$ cat src/rtl/readout_serializer_pkg.sv
// Shared definitions for the capture-memory readout path: FSM encoding,
// byte-lane geometry, default read latency and a lane byte-select helper.
package readout_serializer_pkg;

  localparam int unsigned LANES          = 4;
  localparam int unsigned LANE_W         = 8;
  localparam int unsigned LANE_IDX_W     = 2;
  localparam int unsigned MDW_DEFAULT    = LANES * LANE_W;
  localparam int unsigned CNT_W_DEFAULT  = 16;
  localparam int unsigned RD_LAT_DEFAULT = 2;

  localparam logic [2:0] S_IDLE     = 3'd0;
  localparam logic [2:0] S_LOAD     = 3'd1;
  localparam logic [2:0] S_SHIFT    = 3'd2;
  localparam logic [2:0] S_STEP     = 3'd3;
  localparam logic [2:0] S_WAIT     = 3'd4;
  localparam logic [2:0] S_CHECKSUM = 3'd5;

  // Byte carried by lane idx of a memory word
  function automatic logic [LANE_W-1:0] lane_byte(input logic [MDW_DEFAULT-1:0] word,
                                                  input logic [LANE_IDX_W-1:0] idx);
    return word[{idx, 3'b000} +: LANE_W];
  endfunction

endpackage

$ cat src/rtl/readout_lane_picker.sv
// Lowest-set-lane finder for a 4-bit keep mask: lane index plus one-hot
// mask of that lane (all zeros when the mask is empty).
module readout_lane_picker
  import readout_serializer_pkg::*;
(
  input  logic [LANES-1:0]      mask_i,
  output logic [LANE_IDX_W-1:0] idx_o,
  output logic [LANES-1:0]      clr_o
);

  always_comb begin
    idx_o = '0;
    clr_o = '0;
    casez (mask_i)
      4'b???1: begin idx_o = 2'd0; clr_o = 4'b0001; end
      4'b??10: begin idx_o = 2'd1; clr_o = 4'b0010; end
      4'b?100: begin idx_o = 2'd2; clr_o = 4'b0100; end
      4'b1000: begin idx_o = 2'd3; clr_o = 4'b1000; end
      default: ;
    endcase
  end

endmodule

$ cat src/rtl/readout_serializer.sv
// Walks capture memory backwards and streams the kept bytes of each word,
// lane 0 first. Define READOUT_CHECKSUM_EN to append an XOR checksum byte.
module readout_serializer
  import readout_serializer_pkg::*;
#(
  parameter int unsigned MDW    = MDW_DEFAULT,
  parameter int unsigned CNT_W  = CNT_W_DEFAULT,
  parameter int unsigned RD_LAT = RD_LAT_DEFAULT
) (
  input  logic             clk,
  input  logic             rst,
  input  logic             start,
  input  logic [CNT_W-1:0] read_count,
  output logic             busy,
  output logic             done,
  output logic             rd_ready,
  input  logic             rd_valid,
  input  logic [LANES-1:0] rd_keep,
  input  logic [MDW-1:0]   rd_data,
  output logic             tx_valid,
  input  logic             tx_ready,
  output logic [7:0]       tx_data
);

  localparam int unsigned WAIT_W = $clog2(RD_LAT + 1);

  logic [2:0]            state_q, state_d;
  logic [CNT_W-1:0]      remaining_q, remaining_d;
  logic [WAIT_W-1:0]     wait_q, wait_d;
  logic [MDW-1:0]        word_q, word_d;
  logic [LANES-1:0]      mask_q, mask_d;
  logic [7:0]            csum_q, csum_d;
  logic                  busy_q, busy_d;
  logic                  done_q, done_d;
  logic                  rd_ready_q, rd_ready_d;
  logic                  tx_valid_q, tx_valid_d;
  logic [7:0]            tx_data_q, tx_data_d;
  logic [LANE_IDX_W-1:0] cur_idx, nxt_idx;
  logic [LANES-1:0]      cur_clr, nxt_clr;
  logic                  fire;
  logic                  last_word;

  assign fire      = tx_valid_q & tx_ready;
  assign last_word = (remaining_q == CNT_W'(1));

  readout_lane_picker u_cur_pick (.mask_i(mask_q), .idx_o(cur_idx), .clr_o(cur_clr));
  readout_lane_picker u_nxt_pick (.mask_i(mask_d), .idx_o(nxt_idx), .clr_o(nxt_clr));

  // Word/lane-mask update kept apart so the next-lane picker sees it without a loop
  always_comb begin
    word_d = word_q;
    mask_d = mask_q;
    if (state_q == S_LOAD) begin
      word_d = rd_data;
      mask_d = rd_valid ? rd_keep : '0;
    end else if (state_q == S_SHIFT && fire) begin
      mask_d = mask_q & ~cur_clr;
    end
  end

  always_comb begin
    state_d     = state_q;
    remaining_d = remaining_q;
    wait_d      = wait_q;
    csum_d      = csum_q;
    busy_d      = busy_q;
    done_d      = 1'b0;
    rd_ready_d  = 1'b0;
    tx_valid_d  = tx_valid_q;
    tx_data_d   = tx_data_q;
    case (state_q)
      S_IDLE: begin
        if (start) begin
          remaining_d = read_count;
          csum_d      = '0;
          if (read_count == '0) begin
            done_d = 1'b1;
          end else begin
            state_d = S_LOAD;
            busy_d  = 1'b1;
          end
        end
      end
      S_LOAD: begin
        if (|nxt_clr) begin
          state_d    = S_SHIFT;
          tx_valid_d = 1'b1;
          tx_data_d  = lane_byte(word_d, nxt_idx);
        end else begin
          state_d    = S_STEP;
          rd_ready_d = !last_word;
        end
      end
      S_SHIFT: begin
        if (fire) begin
          csum_d = csum_q ^ lane_byte(word_q, cur_idx);
          if (|nxt_clr) begin
            tx_data_d = lane_byte(word_d, nxt_idx);
          end else begin
            tx_valid_d = 1'b0;
            state_d    = S_STEP;
            rd_ready_d = !last_word;
          end
        end
      end
      S_STEP: begin
        remaining_d = remaining_q - CNT_W'(1);
        if (last_word) begin
`ifdef READOUT_CHECKSUM_EN
          state_d    = S_CHECKSUM;
          tx_valid_d = 1'b1;
          tx_data_d  = csum_q;
`else
          state_d = S_IDLE;
          done_d  = 1'b1;
          busy_d  = 1'b0;
`endif
        end else begin
          state_d = S_WAIT;
          wait_d  = WAIT_W'(RD_LAT);
        end
      end
      S_WAIT: begin
        wait_d = wait_q - WAIT_W'(1);
        if (wait_q <= WAIT_W'(1)) begin
          state_d = S_LOAD;
        end
      end
`ifdef READOUT_CHECKSUM_EN
      S_CHECKSUM: begin
        if (fire) begin
          tx_valid_d = 1'b0;
          state_d    = S_IDLE;
          done_d     = 1'b1;
          busy_d     = 1'b0;
        end
      end
`endif
      default: begin
        state_d    = S_IDLE;
        busy_d     = 1'b0;
        tx_valid_d = 1'b0;
      end
    endcase
  end

  always_ff @(posedge clk) begin
    if (rst) begin
      state_q     <= S_IDLE;
      remaining_q <= '0;
      wait_q      <= '0;
      word_q      <= '0;
      mask_q      <= '0;
      csum_q      <= '0;
      busy_q      <= 1'b0;
      done_q      <= 1'b0;
      rd_ready_q  <= 1'b0;
      tx_valid_q  <= 1'b0;
      tx_data_q   <= '0;
    end else begin
      state_q     <= state_d;
      remaining_q <= remaining_d;
      wait_q      <= wait_d;
      word_q      <= word_d;
      mask_q      <= mask_d;
      csum_q      <= csum_d;
      busy_q      <= busy_d;
      done_q      <= done_d;
      rd_ready_q  <= rd_ready_d;
      tx_valid_q  <= tx_valid_d;
      tx_data_q   <= tx_data_d;
    end
  end

  assign busy     = busy_q;
  assign done     = done_q;
  assign rd_ready = rd_ready_q;
  assign tx_valid = tx_valid_q;
  assign tx_data  = tx_data_q;

endmodule

$ cat config.mk
export PLATFORM = sky130hd
export DESIGN_NAME = readout_serializer
export DESIGN_NICKNAME = d
export VERILOG_FILES = /design/src/rtl/readout_serializer_pkg.sv /design/src/rtl/readout_lane_picker.sv /design/src/rtl/readout_serializer.sv
export SDC_FILE = /design/constraint.sdc
export NUM_CORES = 1
export LEC_CHECK = 0
export CAP_MARGIN = 5
export CORE_MARGIN = 10
export CORE_UTILIZATION = 50
export CTS_BUF_LIST = sky130_fd_sc_hd__clkbuf_4 sky130_fd_sc_hd__clkbuf_8
export DETAILED_ROUTE_END_ITERATION = 12
export GPL_ROUTABILITY_DRIVEN = 0
export PLACE_DENSITY = 0.73
export SLEW_MARGIN = 0
export SYNTH_ARGS = -nofsm -noshare
export SYNTH_HDL_FRONTEND = slang
export SYNTH_HIERARCHICAL = 1
export SYNTH_SLANG_ARGS = --single-unit
$ cat constraint.sdc
create_clock -name clk -period 7.3 [get_ports clk]
set_input_delay 1.46 -clock clk [delete_from_list [all_inputs] [get_ports clk]]
set_output_delay 1.46 -clock clk [all_outputs]
set_load 0.02 [all_outputs]
==> impl_results.md <==
* Final setup fails at 0
* Arr. time, crit path at 4.70 ns
* Final worst-path cycle share at 61.2%
* Worst Setup End Kind: flip-flop
* Outcome: finished clean
* RSZ-0062 raised after global routing: no
* Cell Area, Placed at 0.00424 mm2
* Number of port buffers at 68
* Layout cells sized above 1 at 7.13%
* Finished Cell Area at 0.00444 mm2
* Most frequent cell on the critical path: nand2_1
* Routed WL per cell at 16.1 um
* Top Family by Delay on Critical Path: buffers and inverters
* Die Y at 104 um
* Routed WL at 9.45 mm
* Clk_skew at 0.0109 ns
* Max_slew headroom at 28.2%
* 1st-iter DRT viols at 198
* Inst Count DP at 571
* Vias/cell at 5.73
* Non-filler cells, final at 587
* Crit path time final at 4.47 ns
* Leak Pwr at 0.00164 uW
* Gr usage total at 16.8%
* Synthesized area at 0.00357 mm2
* Critical path type: in -> reg
* Hold-fix buffers at CTS at 0
* Clock tree sinks at 69
* CTS root buf: clkbuf_8
* Worst-Margin Slew at 1.07 ns
* Setup_tns at 0 ns
* Post-CTS Setup Bufs at 0
* Syn. warnings at 6
* Grt ovf at 0
* Pwr/cell area at 261 mW/mm2
* Synthesized netlist cell count at 435
* Core area at 0.00687 mm2
* Crit path cell chain: clkdlybuf4s50_1 -> nand4b_1 -> nor2_1 -> nand2_1 -> nand3_1 -> nand2_1 -> nand2b_4 -> a21oi_2 -> clkinv_1 -> mux2i_1 -> a221o_1
* I/O Pins at 69
* Met1 WL at 4.35 mm
* Die W at 104 um
* Mean post-synth cell area at 8.20 um2
* Vias post-DR at 3366
* Final net count at 546
* Slew Viols, Final at 0
* Max Freq at 224 MHz
* Crit path max fanout at 15
* CTS Buf Count at 9
* CTS tree: built
* Met3 WL at 578 um
* Top sig layer: met4
* Die ar. at 0.0109 mm2
* Worst path slowest cell: clkinv_1
* Layout overhead on the synthesized area at 24.6%
* Fin. Hold Viols at 0
* Pin count of the biggest net entering global routing at 67
* Worst Path Required at 7.53 ns
* Routed length on met2 at 4.41 mm
* Standard-cell rows at 30
* Initial antenna violation count at 0
* Max IR drop VDD at 0.000127 V
* Routed Antenna Nets at 0
* Starting Density at 51.9%
* Max incr delay on CP at 0.66 ns
* Number of global-route vias before repair at 3267
* Pre-Repair DR Iteration Count at 5
* Maxcap violations at 0
* Worst hold path class: reg -> reg
* CP bufs+invs at 2
* DRC viols at 0
* N_diodes at 0
* Clock transition at path regs at 0.08 ns
* H-tree depth at 3
* Cts repair resizes at 0
* Worst-case clock buffer depth at 2
* Clk Latency, worst-skew pair at 0.34 ns
* Crit start category: input pin
* Global-route wire length before repair at 15.5 mm
* Syn Nets at 495
* Dpl hpwl at 6.56 mm
==> power by group <==
group | total, uW | switching [uW] | internal [uW] | leakage [uW]
sequential | 470 | 46.6 | 424 | 0.000564
clock | 316 | 157 | 159 | 0.0000996
combinational | 371 | 213 | 158 | 0.000976
total | 1160 | 417 | 741 | 0.00164
==> stage by stage <==
step | setup WS (ns) | hold WS, ns | total power (uW) | utilization [%]
after floorplan | 3.84 | 0.436 | 744 | -
after global placement | 2.67 | 0.443 | 836 | 61.8
after detailed placement | 2.56 | 0.448 | 844 | 61.8
after CTS | 2.91 | 0.459 | 1160 | 64.7
after global routing | 2.63 | 0.486 | 1230 | 64.7
final | 2.83 | 0.459 | 1160 | 64.7
==> layout by cell type, fill, tap and decap left out, drive strengths merged, types with 6 or more instances in the layout <==
cell,instances
a211oi,9
mux2i,24
clkbuf,9
a21oi,37
nor4,10
nor2,47
clkdlybuf4s50,67
a31oi,7
nor3,14
inv,24
a32oi,7
o211a,7
dfxtp,69
a211o,6
nand3,11
nand2,50
o21ai,15
==> layer usage <==
metal | vias up | GRT usage [%]
met3 | 12 | 4.34
li1 | 1668 | -
met2 | 123 | 26.1
met4 | 0 | 5.37
met1 | 1563 | 21.9
met5 | - | 0
==> final timing paths <==
check	slack [ns]	endpoint	from	depth (start not counted)
setup reg to reg	3.32	tx_data[2]	state_q[0]	9
setup / recovery	2.83	tx_data[2]	tx_ready	11
hold reg to reg	0.46	word_q[17]	word_q[17]	2
hold / removal	0.46	word_q[17]	word_q[17]	2
==> final cells by class <==
type,count,area [um2]
Tap cell,96,120
Clock inverter,7,73.8
Inverter,24,90.1
Fill cell,617,2430
Timing Repair Buffer,70,691
Clock buffer,9,124
Sequential cell,69,1380
Multi-Input combinational cell,312,1960
==> flip-flops by register name (all words and copies together) (netlist names) <==
| signal | count |
|---|---|
| wait_q | 2 |
| word_q | 32 |
| state_q | 3 |
| remaining_q | 16 |
| busy | 1 |
| done | 1 |
| mask_q | 4 |
| tx_valid | 1 |
| rd_ready | 1 |
| tx_data | 8 |
==> worst min-delay path, stage by stage, from the launching register on <==
cell     delay, ns
dfxtp_1       0.31
nand2_1       0.05
a21oi_1       0.05
(Power assumes the default switching activity.)
